### src/rtl/capture_arbiter.sv
// ============================================================================
// Module   : capture_arbiter
// Brief    : Round-robin arbiter/sequencer for a two-stage capture register bank.
// Revision : 1.0
// ============================================================================
`default_nettype none

module capture_arbiter #(
    parameter int TIMEOUT = 255,
    parameter int TO_W    = 8,
    parameter int CNT_W   = 8
) (
    input  logic             clk,
    input  logic             reset,
    input  logic [1:0]       req,
    input  logic [1:0]       valido,
    input  logic [1:0]       terminar,
    output logic [1:0]       gnt,
    output logic             sel,
    output logic             pasar1,
    output logic             pasar2,
    output logic             pasar3,
    output logic             listo,
    output logic             ocupado,
    output logic             err_to,
    output logic [CNT_W-1:0] n_commit
);

    localparam logic [2:0] c_IDLE      = 3'd0;
    localparam logic [2:0] c_GRANT     = 3'd1;
    localparam logic [2:0] c_CAP_D     = 3'd2;
    localparam logic [2:0] c_CAP_F0    = 3'd3;
    localparam logic [2:0] c_CAP_F1    = 3'd4;
    localparam logic [2:0] c_WAIT_TERM = 3'd5;
    localparam logic [2:0] c_COMMIT    = 3'd6;
    localparam logic [2:0] c_ABORT     = 3'd7;

    localparam logic [TO_W-1:0] c_TO_LAST = TO_W'(TIMEOUT - 1);

    logic [2:0]       state_q, state_d;
    logic             sel_q, sel_d;
    logic             last_q, last_d;
    logic [1:0]       gnt_q, gnt_d;
    logic [TO_W-1:0]  timer_q, timer_d;
    logic [CNT_W-1:0] cnt_q, cnt_d;

    logic w_req_own;
    logic w_to_last;

    assign w_req_own = req[sel_q];
    assign w_to_last = (timer_q == c_TO_LAST);

    always_comb begin
        state_d = state_q;
        sel_d   = sel_q;
        last_d  = last_q;
        gnt_d   = gnt_q;
        timer_d = timer_q;
        cnt_d   = cnt_q;
        case (state_q)
            c_IDLE: begin
                if (req != 2'b00) begin
                    // Both requesting: alternate away from the last owner.
                    sel_d   = (req == 2'b11) ? ~last_q : req[1];
                    gnt_d   = sel_d ? 2'b10 : 2'b01;
                    timer_d = '0;
                    state_d = c_GRANT;
                end
            end
            c_GRANT: begin
                if (!w_req_own)           state_d = c_ABORT;
                else if (valido[sel_q])   state_d = c_CAP_D;
                else if (w_to_last)       state_d = c_ABORT;
                else                      timer_d = timer_q + 1'b1;
            end
            c_CAP_D:  state_d = c_CAP_F0;
            c_CAP_F0: state_d = c_CAP_F1;
            c_CAP_F1: begin
                timer_d = '0;
                state_d = c_WAIT_TERM;
            end
            c_WAIT_TERM: begin
                if (!w_req_own)           state_d = c_ABORT;
                else if (terminar[sel_q]) state_d = c_COMMIT;
                else if (w_to_last)       state_d = c_ABORT;
                else                      timer_d = timer_q + 1'b1;
            end
            c_COMMIT: begin
                cnt_d   = cnt_q + 1'b1;
                last_d  = sel_q;
                gnt_d   = 2'b00;
                state_d = c_IDLE;
            end
            c_ABORT: begin
                last_d  = sel_q;
                gnt_d   = 2'b00;
                state_d = c_IDLE;
            end
            default: begin
                gnt_d   = 2'b00;
                state_d = c_IDLE;
            end
        endcase
    end

    always_ff @(posedge clk or negedge reset) begin
        if (!reset) begin
            state_q <= c_IDLE;
            sel_q   <= 1'b0;
            last_q  <= 1'b1;
            gnt_q   <= 2'b00;
            timer_q <= '0;
            cnt_q   <= '0;
        end else begin
            state_q <= state_d;
            sel_q   <= sel_d;
            last_q  <= last_d;
            gnt_q   <= gnt_d;
            timer_q <= timer_d;
            cnt_q   <= cnt_d;
        end
    end

    assign gnt      = gnt_q;
    assign sel      = sel_q;
    assign pasar1   = (state_q == c_CAP_D);
    assign pasar2   = (state_q == c_CAP_F0);
    assign pasar3   = (state_q == c_CAP_F1);
    assign listo    = (state_q == c_COMMIT);
    assign err_to   = (state_q == c_ABORT);
    assign ocupado  = (state_q != c_IDLE);
    assign n_commit = cnt_q;

endmodule

`default_nettype wire

### config.mk
export PLATFORM = sky130hd
export DESIGN_NAME = capture_arbiter
export DESIGN_NICKNAME = d
export VERILOG_FILES = /design/src/rtl/capture_arbiter.sv
export SDC_FILE = /design/constraint.sdc
export NUM_CORES = 1
export LEC_CHECK = 0
export ABC_AREA = 1
export CAP_MARGIN = 20
export CELL_PAD_IN_SITES_DETAIL_PLACEMENT = 1
export CELL_PAD_IN_SITES_GLOBAL_PLACEMENT = 1
export CORE_ASPECT_RATIO = 1.5
export CORE_MARGIN = 8
export CORE_UTILIZATION = 25
export DETAILED_ROUTE_END_ITERATION = 10
export PLACE_DENSITY_LB_ADDON = 0.05
export SYNTH_ARGS = -nofsm -noshare
export SYNTH_HDL_FRONTEND = slang
export SYNTH_SLANG_ARGS = --single-unit
### constraint.sdc
create_clock -name clk -period 3.7 [get_ports clk]
set_input_delay 0.555 -clock clk [delete_from_list [all_inputs] [get_ports clk]]
set_output_delay 0.555 -clock clk [all_outputs]
set_load 0.05 [all_outputs]
==> results.md <==
- Maximum VDD drop: between 300 and 400 µV
- Critical Setup Path Class: reg -> out
- R2R Path Start: state_q[0]
- CP max stage cell: clkdlybuf4s50_1
- Number of gates resized after cts: 0
- Place WS: 1.44 ns
- Final setup fails: 0
- Ys flop type: dfrtp_1
- Worst Hold Class: reg -> reg
- Vias: 1244
- Vias in the first global route: about 1400
- I/O Pins: 25
- Static Leakage: slightly above 0.8 nW
- Initial antenna violation count: 0
- Setup ws final: 1.12 ns
- Final Hold Fails: 0
- Crit path DAT: 2.03 ns
- Layout Utilization: 0.323
- YS warnings: 0
- Post-CTS Setup Bufs: 0
- Status: completed
- Num rows: 33
- Ys async rst share: 1.00
- Number of remaining DRC errors: 0
- Initial DRC Count: 22
- Antenna Nets Post-Route: 0
- Pwr dens: 755 nW/µm²
- Hold buffer count at cts: 0
- Reg clk slew, reported paths: around 0.090 ns
- Fill count: about 700
- Final Cell Area: 1760 µm²
- Measured slew at the worst slew-check pin: about 0.5 ns
- EDFF count, synth: 0
- Clock latency on the worst-skew pair: ~0.27 ns
- RSZ-0062 raised after global routing: no
- DR WL/cell: 14.1 µm
- Layout area overhead: 26.1%
- Most common cell in the netlist: nand2_1
- Non-Filler Instances: between 200 and 300
- Die width: 77.1 µm
- Worst-path cell chain: inv_1 -> nor3_1 -> clkdlybuf4s50_1
- CP Launch Point: state_q[0]
- Die area: 8290 µm²
- Fin. max-slew vios: 0
- Die height: around 110 µm
- CP max stage delay: around 0.85 ns
- Slew headroom: 0.656
- Reg2reg end: timer_q[2]
- Critical Path End Type: output port
- Final setup TNS: 0 ns
- DRT Pass-1 Iters: 2
- Layout Skew: 0.00221 ns
- Pwr Total: around 1.3 mW
- Mapped Area: between 1000 and 1500 µm²
- Maxcap violations: 0
- Fin crit share: 0.698
- Area share of the largest cell type after synthesis: 0.394
- CTS tree: yes
- Crit path required time: 3.14 ns
- Routability cong.: roughly 0.74
- Fin crit period: 2.58 ns
- Placed Area: 1720 µm²
- Final nets: 221
- Drt total wl: 3.94 mm
- Fmax: 387 MHz
- Register bit total from synthesis: 23
- Worst hold start: last_q
- R2R depth: 7
- Synth area leaders: dfrtp_1 (39%), nand2_1 (15%), nor2_1 (5.9%)
- Cells after Synth: 182
- Average vias per placed instance: between 4 and 5
- Antenna fix cells: 0
- Critical Path Start Type: register
- TritonCTS buffer count: 3
- Crit-path max FO: 8
- Clock Path Buffers: 2
- Initial core utilization: 0.256
- FF-to-FF setup slack: 1.96 ns
- GRT Resource Usage Total: 0.0970
- Syn avg cell area: around 7.7 µm²
- Number of H-tree levels: 1
- Hold_ws: around 0.51 ns
- Crit path to: pasar2
- Largest net degree at the start of global routing: 24
- Root buf cell: clkbuf_8
- Seq/Total Area, Yosys: 0.413
- Syn Nets: 193
- Grt ovf: 0
- First-pass GRT wire length: 6.53 mm
- # clock sinks: 23
- List of most frequent post-synthesis cells: nand2_1 (55), dfrtp_1 (22), nor2_1 (22)
- Port buffer count: 24
- Placed insts: 275
- Hpwl dp: 2.99 mm
- Unique masters post-synth: 28
- Yosys top cell by area: dfrtp_1
- CORE AREA: between 5000 and 6000 µm²
- Layout cell share with drive strength beyond 1: 0.115
[placed cells by master, fill, tap and decap left out, types with 2 or more instances in the layout]
cell type        instances
nor2_1                  22
nand2_1                 55
clkdlybuf4s50_1         24
nand2_2                  4
o21bai_1                 8
a21oi_1                  3
inv_2                    5
inv_1                   16
dfrtp_1                 22
o21ai_1                  5
nor3_1                   2
nor2_4                   3
clkbuf_8                 3
ha_1                     3
o21ai_0                  2
nor2_2                   2
nand3_1                 11
xor2_1                   6
nand3_4                  2
[per-layer routing]
layer  GRT usage  vias up  routed length [µm]
met5           0        -                   0
met4      0.0285        0                  50
met3      0.0259        5                 161
met2       0.189       15                2120
met1      0.0972      601                1610
li1            -      623                   -
[sequential cells by signal, summed over array words and instances, names as in the netlist]
name      flops
n_commit      8
gnt           2
timer_q       8
state_q       3
last_q        1
sel           1
[cell type report]
class | count | area (µm²) | area share
repair buffers | 25 | 248 | 0.141
flip-flops and latches | 23 | 577 | 0.327
inverters | 22 | 82.6 | 0.0468
well taps | 70 | 87.6 | 0.0497
clock inverters | 1 | 5.00 | 0.00284
clock buffers | 3 | 41.3 | 0.0234
multi-input cells | 135 | 722 | 0.410
[critical path, delay by kind of cell (launching register included)]
family        cells  cell delay, ns
buf+inv           2            0.99
flops             1            0.54
simple gates      1            0.22
[worst min path at each step]
stage,to,slack [ns],cells after the start
after CTS,last_q,0.52,2
after detailed placement,n_commit[6],0.50,1
after global routing,n_commit[5],0.53,1
after global placement,n_commit[5],0.50,1
after floorplan,gnt[0],0.26,0
final,last_q,0.51,2
[kinds of logic after synthesis]
group                      Yosys count  share of synthesized area
buffers and inverters               24                     0.0707
adders and majority gates            3                     0.0269
DFF                                 23                      0.413
xor gates and xnor gates             7                     0.0439
AOI/OAI and AO/OA                   19                     0.0842
and+or+nand+nor                    106                      0.362
[where the power goes]
group          total [mW]  switching (mW)  internal (mW)
Clock               0.170          0.0946         0.0756
Sequential          0.408          0.0876          0.321
Combinational       0.752           0.522          0.229
Power figures use the tool's default switching activity.
